`config.mk`:
```
export PLATFORM = sky130hd
export DESIGN_NAME = count_monitor
export DESIGN_NICKNAME = d
export VERILOG_FILES = /design/src/rtl/count_monitor.sv
export SDC_FILE = /design/constraint.sdc
export NUM_CORES = 1
export LEC_CHECK = 0
export ABC_AREA = 1
export BUFFER_PORTS_ARGS = -buffer_cell sky130_fd_sc_hd__clkbuf_2
export CORE_UTILIZATION = 50
export CTS_CLUSTER_DIAMETER = 50
export DETAILED_ROUTE_END_ITERATION = 7
export PLACE_DENSITY = 0.71
export SLEW_MARGIN = 20
export SYNTH_ARGS = -nofsm -noshare
export SYNTH_HDL_FRONTEND = slang
export SYNTH_SLANG_ARGS = --single-unit
```
`constraint.sdc`:
```
create_clock -name clk -period 6.8 [get_ports clk]
set_input_delay 1.02 -clock clk [delete_from_list [all_inputs] [get_ports clk]]
set_output_delay 1.02 -clock clk [all_outputs]
set_load 0.05 [all_outputs]
```
`src/rtl/count_monitor.sv`:
```
// count_monitor: passive lock-and-check monitor for a +1-per-cycle counter bus
//   clk, rst (sync, active-high); count_in[WIDTH] sampled every edge
//   locked; err/stall/skip/wrap one-cycle pulses; err_count/wrap_count saturating stats
//   COUNT_MON_CAPTURE_EN adds err_exp/err_obs: sticky capture of the first error since reset
module count_monitor #(
  parameter int WIDTH    = 32,
  parameter int LOCK_CNT = 4,
  parameter int STAT_W   = 16
) (
  input  logic              clk,
  input  logic              rst,
  input  logic [WIDTH-1:0]  count_in,
  output logic              locked,
  output logic              err_pulse,
  output logic              stall_pulse,
  output logic              skip_pulse,
  output logic              wrap_pulse,
  output logic [STAT_W-1:0] err_count,
  output logic [STAT_W-1:0] wrap_count
`ifdef COUNT_MON_CAPTURE_EN
  ,
  output logic [WIDTH-1:0]  err_exp,
  output logic [WIDTH-1:0]  err_obs
`endif
);
  localparam int RW = $clog2(LOCK_CNT + 1);
  typedef enum logic {SYNC, LOCKED} state_t;
  state_t state, state_nx;
  logic [WIDTH-1:0] prev, exp_val;
  logic prev_vld, good, err, stall, wrap;
  logic [RW-1:0] run, run_nx;
  always_comb begin
    exp_val  = prev + 1'b1;
    good     = prev_vld && (count_in == exp_val);
    err      = (state == LOCKED) && !good;
    stall    = err && (count_in == prev);
    wrap     = (state == LOCKED) && good && (&prev);
    run_nx   = (state == SYNC && good) ? run + 1'b1 : '0;
    state_nx = (state == SYNC) ? ((run_nx == RW'(LOCK_CNT)) ? LOCKED : SYNC)
                               : (good ? LOCKED : SYNC);
  end
  assign locked = (state == LOCKED);
  always_ff @(posedge clk) begin
    if (rst) begin
      state       <= SYNC;
      run         <= '0;
      prev        <= '0;
      prev_vld    <= 1'b0;
      err_pulse   <= 1'b0;
      stall_pulse <= 1'b0;
      skip_pulse  <= 1'b0;
      wrap_pulse  <= 1'b0;
      err_count   <= '0;
      wrap_count  <= '0;
    end else begin
      state       <= state_nx;
      run         <= run_nx;
      prev        <= count_in;
      prev_vld    <= 1'b1;
      err_pulse   <= err;
      stall_pulse <= stall;
      skip_pulse  <= err && !stall;
      wrap_pulse  <= wrap;
      if (err && !(&err_count)) err_count <= err_count + 1'b1;
      if (wrap && !(&wrap_count)) wrap_count <= wrap_count + 1'b1;
    end
  end
`ifdef COUNT_MON_CAPTURE_EN
  // err_count saturates and never returns to zero, so zero means "no error yet"
  always_ff @(posedge clk) begin
    if (rst) begin
      err_exp <= '0;
      err_obs <= '0;
    end else if (err && err_count == '0) begin
      err_exp <= exp_val;
      err_obs <= count_in;
    end
  end
`endif
endmodule

```
# [Word level (Yosys, flattened, before mapping)]
# Cells that the tools add are included.
[totals] ff_bits=73 word_cells=39
[classes] muxes=5 n_reduce_logical=16 addsub=4 n_eq_ne=3 n_bitwise=1
[op_table] op="$eq 32x32->1" count=2
[op_table] op="$add 16x1->16 const B" count=2
[op_table] op="$add 32x1->32 const B" count=1
[op_table] op="$reduce_and 16->1" count=2
[op_table] op="$reduce_and 32->1" count=1
[op_table] op="$logic_and 1x1->1" count=9
[op_table] op="$logic_not 1->1" count=4
[op_table] op="$mux 1" count=4
[op_table] op="$add 3x1->3 const B" count=1
[op_table] op="$eq 3x3->1 const B" count=1
[op_table] op="$mux 3" count=1
[op_table] op="$not 1->1" count=1

# [Depth between registers and ports, before layout]
[logic_depth] ltp_word=8 mapped_depth=18

# [Worst setup path before layout]
# No wires, ideal clock.
[synth_timing] path_type="input to register" start="input port count_in[13]" end="register wrap_count[7]" setup_time_ns=0.110 path_stages=15 setup_slack_ns=4.224 t_arrival_ns=2.466 cell_sequence="inv_1 > or2_2 > nand2_1 > nand2_1 > nand2_1 > nand2_1 > nor2_1 > nand2_1 > nor2_2 > nand4_2 > nor2_4 > buf_4 > nand4_1 > nand2_1 > nor2_1"
[synth_between] elab_chain_len=5
[synth_lines] item="start, declared" line="12" text="input logic [WIDTH-1:0] count_in,"
[synth_lines] item="$eq 32x32->1" line="34" text="good = prev_vld && (count_in == exp_val);"
[synth_lines] item="$logic_and 1x1->1" line="34"
[synth_lines] item="$logic_and 1x1->1 (2 in a row)" line="37" text="wrap = (state == LOCKED) && good && (&prev);"
[synth_lines] item="$logic_and 1x1->1" line="65" text="if (wrap && !(&wrap_count)) wrap_count <= wrap_count + 1'b1;"
[synth_lines] item="end signal, assigned" line="65"
[synth_lines] item="end, declared" line="19" text="output logic [STAT_W-1:0] wrap_count"
# Every way passes these cells.
# A chain may end at the register's enable or synchronous reset.

# [Final worst setup path]
[layout_timing] start="register prev[1]" end="register wrap_count[1]"
[layout_between] elab_chain_len=6 word_cells_on_any_way=7
[layout_lines] item="start, declared" line="29" text="logic [WIDTH-1:0] prev, exp_val;"
[layout_lines] item="start signal, assigned" line="58" text="prev <= count_in;"
[layout_lines] item="$add 32x1->32" line="33" text="exp_val = prev + 1'b1;"
[layout_lines] item="$eq 32x32->1" line="34"
[layout_lines] item="$logic_and 1x1->1" line="34"
[layout_lines] item="$logic_and 1x1->1" line="37"
[layout_lines] item="$logic_and 1x1->1 (*)" line="37"
[layout_lines] item="$logic_and 1x1->1 (*)" line="65"
# Mark *: on every way between the ends. The rest lies on a longest branch, timed or not.

==> flow_summary.yaml <==
synthesis:
  synth.distinct_cells: 29
  seq_area_frac_synth_pct: 30.2
  synth_cells: 811
  yosys.area.top_type: "dfxtp_1"
  netlist_area_mm2: 0.00483
  syn_area_per_cell_um2: 5.96
  syn-num-nets: 849
  yosys_warnings: 0
  ys_ff_latch: 73
  synth_area_leaders: "dfxtp_1 30%, nand2_1 19%, inv_1 9.9%"
  synth_top_area_share_pct: 30.2
floorplan:
  dieWidth_um: 100
  io_pins: 71
  start_util_pct: 52.1
  coreArea_mm2: 0.00928
  row_count: 35
  die_area_mm2: 0.0101
  die_h_um: 100
timing:
  slew_headroom_pct: 38.8
  fin_skew_ps: 12.7
  fin_crit_sh_pct: 45.0
  fmax_mhz: 326
  rsz0062_at_grt: "false"
  setup_viol: 0
  hold_viol: 0
  slew_violations: 0
  fin_ws_ps: 3740
  fin_crit_ps: 3060
  tns_ps: 0
  tightest_slew_ps: 915
power_and_ir_drop:
  p_int_w: 0.000609
  switching_share_pct: 29.9
  clkPwrFrac_pct: 35.5
  p_leak_nw: 2.51
  power_density_mw_per_mm2: 159
  seq_power_share_pct: 51.7
  power_switching_w: 0.000260
  combinationalPowerShare_pct: 12.8
  p_total_w: 0.000869
  ir_drop_mv: 0.147
place:
  place.gp.congestion: 1.04
  dp_hpwl_mm: 9.95
  numPortBuffers: 70
  post-place-ws_ps: 3570
  dpl-instance-area_mm2: 0.00528
layout:
  stdcell_area_mm2: 0.00545
  syn_to_final_growth_pct: 12.7
  antenna_cells: 0
  finalNetCount: 917
  drive_gt1_share_pct: 12.6
job:
  drv_cap: 0
min_path:
  hold_path.class: "flop to flop"
  hold_depth: 1
routing:
  drtAntennaViolNets: 0
  drcViolationCount: 0
  dr.pass1.iters: 5
  via_count: 5147
  vias_per_cell: 5.09
  drtIter0Drc: 233
  wl_per_cell_um: 12.8
  routed_wl_mm: 13.0
grt:
  grtUsageTotal_pct: 26.7
  grt_remaining_overflow: 0
  grt_max_degree: 57
  grt_pass1_vias: 4668
  grt_pass1_wl_mm: 21.2
  antenna_found_initial: 0
worst_setup_path:
  path_class: "flop to flop"
  startpoint_type: "flop"
  reg2regPathDepth: 16
  slowest_stage: "nor2_4"
  crit_path_end_kind: "flop"
  cpMostUsedCell: "nand2_1"
  critical_path_arrival_ps: 3320
  cp_max_fo: 23
  cp_cell_sequence: "ha_1 > inv_1 > nor2_4 > nand3_2 > nor2_2 > nand2_1 > nand2_1 > nand2_1 > inv_1 > nand3_1 > nor2_1 > nand4_2 > nor2_4 > nand2_1 > o21ai_0 > nor2_1"
  required_ps: 7060
  cpPeakStageDelay_ps: 410
clock_network:
  cts_tree: "done"
  insertion_delay_ps: 360
  cts.hold.buffers_added: 0
  clkSinkCount: 73
  root_buffer: "clkbuf_8"
  htreeDepth: 3
  cts_inserted_buffers: 9
  cts.clk_slew.worst_paths_ps: 90
  postCtsSetupBuffers: 0
  cts_max_path_buffers: 2
  cts.repair.resized: 0
run_status:
  status: "finished clean"
[per-layer routing]
layer	wire, um	GRT usage [%]	up-vias
met5	0	0	-
met2	6160	45.5	144
met4	222	8.58	0
met3	771	5.36	17
met1	5820	33.6	2319
li1	-	-	2667
[state kept, by name (all words and copies together), names as in the netlist]
name	count
err_count	16
prev	32
skip_pulse	1
prev_vld	1
stall_pulse	1
run	3
wrap_pulse	1
wrap_count	16
locked	1
err_pulse	1
[synth_stat cells (all sizes together)]
cell and n:
a21oi 18, buf 7, clkbuf 7, clkinv 2, dfxtp 73, ha 4, inv 131, nand2 248
nand3 68, nand3b 2, nand4 37, nor2 139, nor3 17, nor4 9, o21ai 10, o21bai 3
or2 2, xnor2 15, xor2 19
[stage by stage]
stage          cells  utilization [%]  hold slack [ps]
2_1_floorplan    811                -              427
3_3_place_gp     997             56.9              438
3_5_place_dp     997             56.9              461
4_1_cts         1012             58.7              474
5_1_grt         1012             58.7              494
6_report        1012             58.7              468
[worst paths after layout]
kind,start,to,slack [ps]
max reg2reg,prev[1]$_SDFF_PP0_,wrap_count[1]$_SDFFE_PP0P_,3740
max,prev[1]$_SDFF_PP0_,wrap_count[1]$_SDFFE_PP0P_,3740
min,run[0]$_SDFF_PP0_,run[0]$_SDFF_PP0_,470
min reg2reg,run[0]$_SDFF_PP0_,run[0]$_SDFF_PP0_,470
[cell families after synthesis]
| family | after synthesis | share of synthesized area [%] |
|---|---|---|
| simple gates | 522 | 47.4 |
| xor+xnor | 34 | 6.16 |
| buf+inv | 147 | 11.8 |
| flops | 73 | 30.2 |
| fa+ha+maj | 4 | 1.04 |
| compound gates | 31 | 3.37 |
[final cells by class]
class,instances,area (um^2)
Fill cell,959,3840
Multi-Input combinational cell,591,2800
Sequential cell,73,1460
Inverter,133,499
Timing Repair Buffer,71,358
Tap cell,129,161
Clock buffer,9,124
Clock inverter,6,43.8
[placed cells by master (no fill, tap or decap)]
master,instances
nand3b_1,2
nand2_4,1
nor2_1,127
nand4_2,1
inv_1,128
clkinv_1,2
nand3_1,67
dfxtp_1,73
clkbuf_8,9
o21bai_1,3
buf_4,1
nor2_4,7
nand3_2,1
nand4_1,36
or2_2,2
clkinv_2,2
ha_1,4
clkinv_4,2
clkinvlp_4,1
xnor2_1,15
nand2_2,5
nor3_1,17
clkbuf_2,70
a21oi_1,18
nor4_1,9
nand2_1,242
nor2_2,5
inv_2,3
xor2_1,19
o21ai_0,10
inv_6,1
[worst max-delay path: cells and delay by family, from the launching register on]
| family | cells | cell delay, ps |
|---|---|---|
| AND/OR/NAND/NOR | 12 | 1920 |
| flip-flops | 1 | 390 |
| adder cells (fa/ha/maj) | 1 | 230 |
| buffers and inverters | 2 | 200 |
| AO/OA/AOI/OAI | 1 | 200 |
[power groups by stage]
| stage | clock, W | sequential (W) | combinational, W |
|---|---|---|---|
| finish | 0.000308 | 0.000449 | 0.000111 |
| global route | 0.000332 | 0.000451 | 0.000126 |
| detailed placement | 0 | 0.000459 | 0.000110 |
| global placement | 0 | 0.000458 | 0.000109 |
| CTS | 0.000317 | 0.000449 | 0.000111 |
| floorplan | 0 | 0.000456 | 0.0000764 |
Power figures use the tool's default switching activity.
